<file path="src/rtl/univ_shift_reg.sv">
// Universal WIDTH-bit shift register: eight single-cycle operations plus an
// autonomous burst mode that repeats one shift a programmed number of times.
module univ_shift_reg #(
    parameter int                 WIDTH     = 8,
    parameter logic [WIDTH-1:0]   RESET_VAL = '0,
    localparam int                CW        = $clog2(WIDTH + 1)
) (
    input  logic             Clk,
    input  logic             reset,
    input  logic             en,
    input  logic [2:0]       mode,
    input  logic [WIDTH-1:0] D,
    input  logic             SinR,
    input  logic             SinL,
    input  logic             start,
    input  logic [CW-1:0]    count,
    output logic [WIDTH-1:0] Q,
    output logic [WIDTH-1:0] Qb,
    output logic             SoL,
    output logic             SoR,
    output logic             busy,
    output logic             done
);

    typedef enum logic [1:0] {
        IDLE = 2'd0,
        RUN  = 2'd1,
        DONE = 2'd2
    } state_t;

    localparam logic [2:0]    M_HOLD = 3'b000;
    localparam logic [2:0]    M_LOAD = 3'b001;
    localparam logic [2:0]    M_SHL  = 3'b010;
    localparam logic [2:0]    M_SHR  = 3'b011;
    localparam logic [2:0]    M_ROL  = 3'b100;
    localparam logic [2:0]    M_ROR  = 3'b101;
    localparam logic [2:0]    M_ASR  = 3'b110;
    localparam logic [2:0]    M_CLR  = 3'b111;
    localparam logic [CW-1:0] MAX_CNT = CW'(WIDTH);

    state_t           state_r, state_s;
    logic [WIDTH-1:0] q_r, q_s;
    logic [2:0]       mode_r, mode_s;
    logic [CW-1:0]    cnt_r, cnt_s;
    logic [CW-1:0]    count_clamped_s;
    logic             burst_req_s;

    function automatic logic is_shift(input logic [2:0] op);
        return (op >= M_SHL) && (op <= M_ASR);
    endfunction

    function automatic logic [WIDTH-1:0] apply_op(
        input logic [2:0]       op,
        input logic [WIDTH-1:0] q,
        input logic [WIDTH-1:0] d,
        input logic             sin_r,
        input logic             sin_l
    );
        logic [WIDTH-1:0] r;
        case (op)
            M_HOLD:  r = q;
            M_LOAD:  r = d;
            M_SHL:   r = {q[WIDTH-2:0], sin_r};
            M_SHR:   r = {sin_l, q[WIDTH-1:1]};
            M_ROL:   r = {q[WIDTH-2:0], q[WIDTH-1]};
            M_ROR:   r = {q[0], q[WIDTH-1:1]};
            M_ASR:   r = {q[WIDTH-1], q[WIDTH-1:1]};
            M_CLR:   r = RESET_VAL;
            default: r = q;
        endcase
        return r;
    endfunction

    // Burst request qualification and count clamping
    always_comb begin
        burst_req_s = start && is_shift(mode);
        if (count > MAX_CNT) begin
            count_clamped_s = MAX_CNT;
        end else begin
            count_clamped_s = count;
        end
    end

    // Next-state and datapath selection; en=0 leaves everything at its current value
    always_comb begin
        state_s = state_r;
        q_s     = q_r;
        mode_s  = mode_r;
        cnt_s   = cnt_r;
        if (en) begin
            case (state_r)
                IDLE: begin
                    if (burst_req_s) begin
                        mode_s = mode;
                        cnt_s  = count_clamped_s;
                        if (count_clamped_s == {CW{1'b0}}) begin
                            state_s = DONE;
                        end else begin
                            state_s = RUN;
                        end
                    end else begin
                        q_s = apply_op(mode, q_r, D, SinR, SinL);
                    end
                end
                RUN: begin
                    q_s   = apply_op(mode_r, q_r, D, SinR, SinL);
                    cnt_s = cnt_r - CW'(1);
                    if (cnt_r == CW'(1)) begin
                        state_s = DONE;
                    end else begin
                        state_s = RUN;
                    end
                end
                DONE: begin
                    // Not busy here, but a burst request is dropped rather than queued
                    state_s = IDLE;
                    if (burst_req_s) begin
                        q_s = q_r;
                    end else begin
                        q_s = apply_op(mode, q_r, D, SinR, SinL);
                    end
                end
                default: begin
                    state_s = IDLE;
                end
            endcase
        end else begin
            state_s = state_r;
        end
    end

    // State registers with synchronous reset that overrides en
    always_ff @(posedge Clk) begin
        if (reset) begin
            state_r <= IDLE;
            q_r     <= RESET_VAL;
            mode_r  <= M_HOLD;
            cnt_r   <= {CW{1'b0}};
        end else begin
            state_r <= state_s;
            q_r     <= q_s;
            mode_r  <= mode_s;
            cnt_r   <= cnt_s;
        end
    end

    assign Q    = q_r;
    assign Qb   = ~q_r;
    assign SoL  = q_r[WIDTH-1];
    assign SoR  = q_r[0];
    assign busy = (state_r == RUN);
    assign done = (state_r == DONE);

endmodule

</file>
<file path="config.mk">
export PLATFORM = sky130hd
export DESIGN_NAME = univ_shift_reg
export DESIGN_NICKNAME = d
export VERILOG_FILES = /design/src/rtl/univ_shift_reg.sv
export SDC_FILE = /design/constraint.sdc
export NUM_CORES = 1
export LEC_CHECK = 0
export BUFFER_PORTS_ARGS = -buffer_cell sky130_fd_sc_hd__buf_2
export CAP_MARGIN = 20
export CELL_PAD_IN_SITES_DETAIL_PLACEMENT = 1
export CELL_PAD_IN_SITES_GLOBAL_PLACEMENT = 2
export CORE_AREA = 2 2 79 81
export CTS_CLUSTER_DIAMETER = 100
export DETAILED_ROUTE_END_ITERATION = 7
export DIE_AREA = 0 0 81 83
export PLACE_DENSITY_LB_ADDON = 0.1
export SKIP_LAST_GASP = 1
export SYNTH_ARGS = -nofsm -noshare
export SYNTH_HDL_FRONTEND = slang
export SYNTH_SLANG_ARGS = --single-unit
</file>
<file path="constraint.sdc">
create_clock -name Clk -period 1.44 [get_ports Clk]
set_input_delay 0.144 -clock Clk [delete_from_list [all_inputs] [get_ports Clk]]
set_output_delay 0.144 -clock Clk [all_outputs]
set_load 0.03 [all_outputs]
</file>
* After elaboration in Yosys (flattened, before gate mapping)
Cells that the tools add are included.
** Storage, ports and cells
- Word-level logic and storage cells :: 58
- Output and inout port bits :: 20
- Bits in registers :: 17
** Operators by class
- Reduce and logical (&&, ||, !) cells :: 14
- Equal/unequal tests :: 23
- Add/sub/neg operators :: 1
- Mux-type cells :: 11
- Magnitude comparators :: 3
- Bitwise gates (word level) :: 1
** Operator list (count)
- $pmux 8 s7 :: 2
- $eq 3x3->1 const B :: 8
- $pmux 8 s2 :: 1
- $eq 3x2->1 const B :: 4
- $ne 2x2->1 const B :: 6
- $mux 4 :: 2
- $mux 8 :: 1
- $not 8->8 :: 1
- $pmux 4 s2 :: 1
- $reduce_and 7->1 :: 1
- $eq 3x1->1 const B :: 2
- $logic_not 3->1 :: 2
- $mux 2 :: 3
- $reduce_and 3->1 :: 2
- $reduce_and 5->1 :: 1
- $eq 4x1->1 const B :: 1
- $gt 4x4->1 const B :: 1
- $logic_not 4->1 :: 1
- $pmux 2 s2 :: 1
- $reduce_bool 2->1 :: 2
- $sub 4x1->4 const B :: 1
- $ge 3x2->1 const B :: 1
- $le 3x3->1 const B :: 1
- $eq 2x1->1 const B :: 1
- 5 further kinds :: 6

* Depth between registers and ports, before layout
Gate-level depths: netlist of run 1.
- Depth in word-level cells :: 6
- Depth in mapped cells :: 7

* Worst setup path before layout of run 1
No wires, ideal clock.
- Kind :: reg2reg
- Start :: reg q_r[0], in the netlist Q[0]
- End :: reg q_r[7], in the netlist Q[7]
- Stages on the path, launching flop included :: 6
- Data arrival time :: 1561 ps
- Setup slack :: -212 ps
- Buffers on the path :: 0
- Library setup time :: 91 ps
- Data required time :: 1349 ps
- Cells stage by stage :: dfxtp_1 -> inv_1 -> a22o_1 -> a221oi_1 -> a21oi_1 -> a311oi_1
** Between the ends
- Longest elaborated chain between the ends :: 3
** Ends and longest elaborated chain
- from (decl) :: RTL line 42 : logic [WIDTH-1:0] q_r, q_s;
- from (signal assigned) :: RTL line 141 : q_r <= q_s;
- $pmux 8 s7 :: RTL line 60 : case (op)
- $mux 8 :: RTL line 117 : if (burst_req_s) begin
- $pmux 8 s2 (*) :: RTL line 91 : case (state_r)
Mark *: on every way between the ends. The rest lies on a longest branch, timed or not. The select of a mux whose other input is x is not followed.
A chain may end at the register's enable or synchronous reset.

* Worst setup path in the final report of run 1
- Start :: reg mode_r[1]
- End :: reg q_r[2], in the netlist Q[2]
** Between the ends
- Longest elaborated chain between the ends :: 3
** Ends and longest elaborated chain
- from (decl) :: RTL line 43 : logic [2:0] mode_r, mode_s;
- from (signal assigned) :: RTL line 142 : mode_r <= mode_s;
- $eq 3x3->1 (tied with other cells) :: RTL line 60
- $pmux 8 s7 or $ne 2x2->1 (tied branches)
- $pmux 8 s2 or $reduce_and 5->1 (tied branches)
Several ways; a longest one is shown, not always the timed one.

==> results of run 1 <==
cells in the mapped netlist, drive strengths merged (3+ instances only):
cell	number	area, um^2
nor3	3	15.0
nor2b	4	25.0
a221oi	7	61.3
nand2b	4	27.5
buf	11	71.3
a21oi	18	90.1
inv	14	52.6
o211ai	4	30.0
o21ai	15	78.8
nand2	11	41.3
clkbuf	11	51.3
mux2i	15	150
nor2	18	86.3
dfxtp	17	340
nand3b	4	30.0
a221o	4	40.0
worst max-delay path by stage:
stage,to
after floorplan,Q[7]
after global placement,Q[5]
after detailed placement,Q[6]
after CTS,Q[7]
after global routing,Q[7]
final,Q[2]
repair_timing:
action | 4_1_cts | 5_1_grt
gates resized for setup | 0 | 14
endpoints found under the hold margin | 0 | 0
endpoints found under the setup margin | 0 | 10
worst min-delay path: cells and delay by family:
kind | cells | cell delay [ps]
AO/OA/AOI/OAI | 1 | 60
buffers and inverters | 1 | 120
AND/OR/NAND/NOR | 1 | 110
cell type report:
class                      instances  share of cell area [%]
multi-input combinational        143                    49.7
inverter                          14                    2.57
clock inverter                     1                   0.234
timing repair buffer              73                    24.7
clock buffer                       3                    1.93
tap                               75                    4.39
sequential                        17                    16.5
kinds of logic (layout without fill, tap and decap cells):
logic type               after synthesis  after routing  share of synthesized area, %
AO/OA/AOI/OAI                         70             70                          32.9
flip-flops                            17             17                          22.2
AND/OR/NAND/NOR                       53             53                          19.1
multiplexers                          15             15                          9.81
adder cells (fa/ha/maj)                2              2                          1.64
XOR/XNOR                               3              3                          2.94
buffers and inverters                 36             91                          11.4
placed cells by master, fill, tap and decap left out, types with 6 or more instances in the layout:
master,count
mux2i_1,15
a221oi_1,6
buf_2,40
o21ai_0,12
nor2_1,16
inv_1,11
a21oi_1,18
buf_4,27
dfxtp_1,11
nand2_1,11
state kept, by name (all words and copies together), names as in the netlist:
signal and cells:
Q 8, cnt_r 4, mode_r 3, state_r 2
metal layers:
metal,vias to the layer above,global-route usage (%),share of wire [%]
li1,822,-,-
met1,831,24.2,48
met2,39,25.6,47
met3,5,1.96,3.8
met4,0,5.55,1.2
met5,-,0,0
report_power, final:
group          leakage (nW)  internal, mW  switching, mW  total (mW)
Combinational         0.695         0.262          0.330       0.591
Sequential            0.142         0.497         0.0454       0.542
Clock                0.0255         0.193          0.199       0.392
==> metrics, run 1 <==
synth warn 0; worst-skew pair later-pin latency 260 ps; PD cells 713 nW/um^2; final instance area 2140 um^2; WP buf/inv 1; Critical Path RT 1620 ps; postcts setup bufs 0; vias in the first global route 1751; R2R Path Start mode_r[1]; Remaining DRCs 0; Syn Area/Cell 7.81 um^2; Non-Filler Instances 326; worst slew pin tran 472 ps; Worst Hold Class primary input to flop; pre-CTS WS -89.5 ps; status finished, final reports clean; Mapped Nets 219; Final TNS setup 0 ps; Yosys cell types 57; area of the multi-input gates 1060 um^2; worst-path fanout max 5; Worst Min Path Start count[3]; Die H 83 um; Final ANT Viol Nets 0; total power 1.53 mW; Top delay family on crit path compound AO/OA/AOI/OAI gates; core area 5820 um^2; io pins 41; Finish-stage setup viols 0; mean number of vias per cell 5.21; CP Data Arrival Time 1590 ps; Vias 1697; Startpoint Class flop; dpl hpwl 4.16 mm; R2R Path End Q[2]; P&R area growth vs syn 39.7%; Worst R2R Setup Slack 20 ps; final worst path period need 1420 ps; CTS Root Cell clkbuf_8; critical-path cell list o311a_4 -> a21o_4 -> clkbuf_16 -> a311oi_2; Port Buffer Count 40; Crit. path cell count 4; maximum vdd drop 0.000258 V; routability cong. 0.801; FFs w/ async S/R, synth 0%; period utilization 98.4%; Cell Rows 28; Clock Skew 0.907 ps; mapped cell area 1530 um^2; DR iter-0 viols 69; f_max 0.706 GHz; first drt pass iteration count 4; Post-synth EDFFs 0; total CTS buffers 3; clock slew at reported path FFs 80 ps; Final Slew Violations 0; Yosys reg bits 17; Crit. End Element flop; PnR worst setup slack 23.2 ps; RSZ-0062 raised after global routing true; CTS Hold Bufs 0; Clock Path Buffers 2; Initial Util 26.3%; total die area 6720 um^2; initial antenna violation count 0; Avg WL per Cell 16.7 um; max incr delay on CP 370 ps; largest net degree at the start of global routing 16; P_leak 0.862 nW; CTS H-tree lvls 1; fin nets 275; WHS Endpoint cnt_r[0]; Layout fillers 742; hold slack 212 ps; fin util 36.8%; Inst Count DP 321; Mapped Cells 196; final wirelength 5.45 mm; MaxCap Viol Count 0; final-report hold violation count 0; top_reg_cell synth dfxtp_1; first-pass GRT wire length 8.94 mm; sequential element share of the synthesized area 22.2%; Post-Place Cell Area 2010 um^2; hold path cells 3; Seq. cell area 353 um^2; clock tree sinks 17; worst r2r path cells 4; # diodes 0; crit path max-delay cell type dfxtp_4; Slew HR 68.1%; Die Span X 81 um; CP startpoint mode_r[1]; total congestion overflow 0; critical path class flop to flop; Overall Global Routing Usage 16.8%; CTS tree yes; share of layout cells above drive strength 1 40.6%
No activity file was read; power rests on OpenSTA's default activity.
==> inputs of run 2 (changes only) <==
--- a/config.mk
+++ b/config.mk
@@ -14,6 +14,7 @@
 export DETAILED_ROUTE_END_ITERATION = 7
 export DIE_AREA = 0 0 81 83
 export PLACE_DENSITY_LB_ADDON = 0.1
+export REMOVE_ABC_BUFFERS = 1
 export SKIP_LAST_GASP = 1
 export SYNTH_ARGS = -nofsm -noshare
 export SYNTH_HDL_FRONTEND = slang
==> metrics, run 2 (synthesis gave the netlist of run 1 again) <==
share of layout cells above drive strength 1 38.6% (-2.0 points); final instance area 2120 um^2 (-0.82%); Slew HR 72.5% (+4.4 points); f_max 0.699 GHz (-0.92%); RSZ-0062 raised after global routing true; io pins 41 (unchanged); Startpoint Class flop; worst-skew pair later-pin latency 260 ps (about the same); CTS Root Cell clkbuf_8; fin util 36.5% (-0.30 points); mean number of vias per cell 5.25 (+0.94%); worst-path fanout max 6 (+1); total CTS buffers 3 (unchanged); pre-CTS WS -16.4 ps (+73.1 ps); Crit. End Element flop; core area 5820 um^2 (unchanged); Finish-stage setup viols 0 (unchanged); first drt pass iteration count 4 (unchanged); P&R area growth vs syn 38.6%; Worst Hold Class primary input to flop; Non-Filler Instances 326 (unchanged); number of flip-flops in the largest register 8 (unchanged); most common cell after layout, fill and taps aside buf_2; Final Slew Violations 0 (unchanged); Port Buffer Count 40 (unchanged); # diodes 0 (unchanged); CTS H-tree lvls 1 (unchanged); Critical Path RT 1620 ps (about the same); postcts setup bufs 0 (unchanged); Avg WL per Cell 17.2 um (+3.0%); MaxCap Viol Count 0 (unchanged); P_leak 0.860 nW (-0.28%); maximum vdd drop 0.000265 V (+2.4%); CP Data Arrival Time 1610 ps (+20 ps); Die H 83 um (unchanged); commonest non-fill, non-tap cells in the layout buf_2 (40), buf_4 (26), a21oi_1 (17); Die Span X 81 um (unchanged); fin nets 275 (unchanged); Remaining DRCs 0 (unchanged); hold slack 207 ps (-4.88 ps); dpl hpwl 4.20 mm (+0.84%); routability cong. 0.808 (+0.90%); DR iter-0 viols 71 (+2.9%); Inst Count DP 321 (unchanged); Clock Path Buffers 2 (unchanged); final wirelength 5.62 mm (+3.0%); PD cells 719 nW/um^2 (+0.71%); critical path class flop to flop; status finished, final reports clean; CTS tree yes; Layout fillers 750 (+1.1%); Vias 1713 (+0.94%); Post-Place Cell Area 1990 um^2 (-1.1%); initial antenna violation count 0 (unchanged); clock slew at reported path FFs 80 ps (about the same); CTS Hold Bufs 0 (unchanged); clock tree sinks 17 (unchanged); vias in the first global route 1749 (-0.11%); total die area 6720 um^2 (unchanged); Initial Util 26.3% (unchanged); Overall Global Routing Usage 17.1% (+0.26 points); worst slew pin tran 413 ps (-59.8 ps); Final TNS setup 0 ps (unchanged); total power 1.52 mW (-0.11%); Cell Rows 28 (unchanged); Final ANT Viol Nets 0 (unchanged); period utilization 99.3% (+0.91 points); PnR worst setup slack 10.1 ps (-13.1 ps); total congestion overflow 0 (unchanged); largest net degree at the start of global routing 17 (+1); final worst path period need 1430 ps (+13.1 ps); first-pass GRT wire length 8.99 mm (+0.62%); final-report hold violation count 0 (unchanged); Worst R2R Setup Slack 10 ps (about the same); Clock Skew 2.53 ps (+1.62 ps)
## run 2: critical path, stage by stage, from the launching register on
cell       delay [ps]
dfxtp_4           380
o311a_1           350
a21o_1            230
clkbuf_16         180
a311oi_2          210
## run 2: path summary, 6_finish.rpt
kind,start,cells past startpoint,endpoint
worst max-delay path,mode_r[1],4,Q[2]
worst min-delay path,en,3,state_r[0]
worst max register to register,mode_r[1],4,Q[2]
worst min register to register,Q[1],2,Q[1]
## run 2: layout make-up
type / instances / area (um^2) / area share (%)
tap: 75 / 93.8 / 4.42
timing repair buffer: 73 / 523 / 24.7
inverter: 14 / 52.6 / 2.48
sequential: 17 / 355 / 16.8
clock buffer: 4 / 45.0 / 2.12
multi-input combinational: 143 / 1050 / 49.6
## run 2: power by group
part	total (mW)	internal, mW	switching (mW)
combinational	0.587	0.260	0.328
sequential	0.543	0.496	0.0478
clock	0.393	0.197	0.196
## run 2: what timing repair did
item                                    CTS  global route
pin swaps                                 0             6
resized for setup                         4            14
endpoints found under the hold margin     0             0
cloned                                    0             1
endpoints found under the setup margin    4            10
## run 2: layer usage
layer	track usage, %	vias to the layer above	wire length, um	part of all wire [%]
met3	2.17	4	221	3.9
li1	-	826	-	-
met5	0	-	0	0
met1	21.3	844	2440	43
met4	3.24	0	40	0.71
met2	30.8	39	2910	52
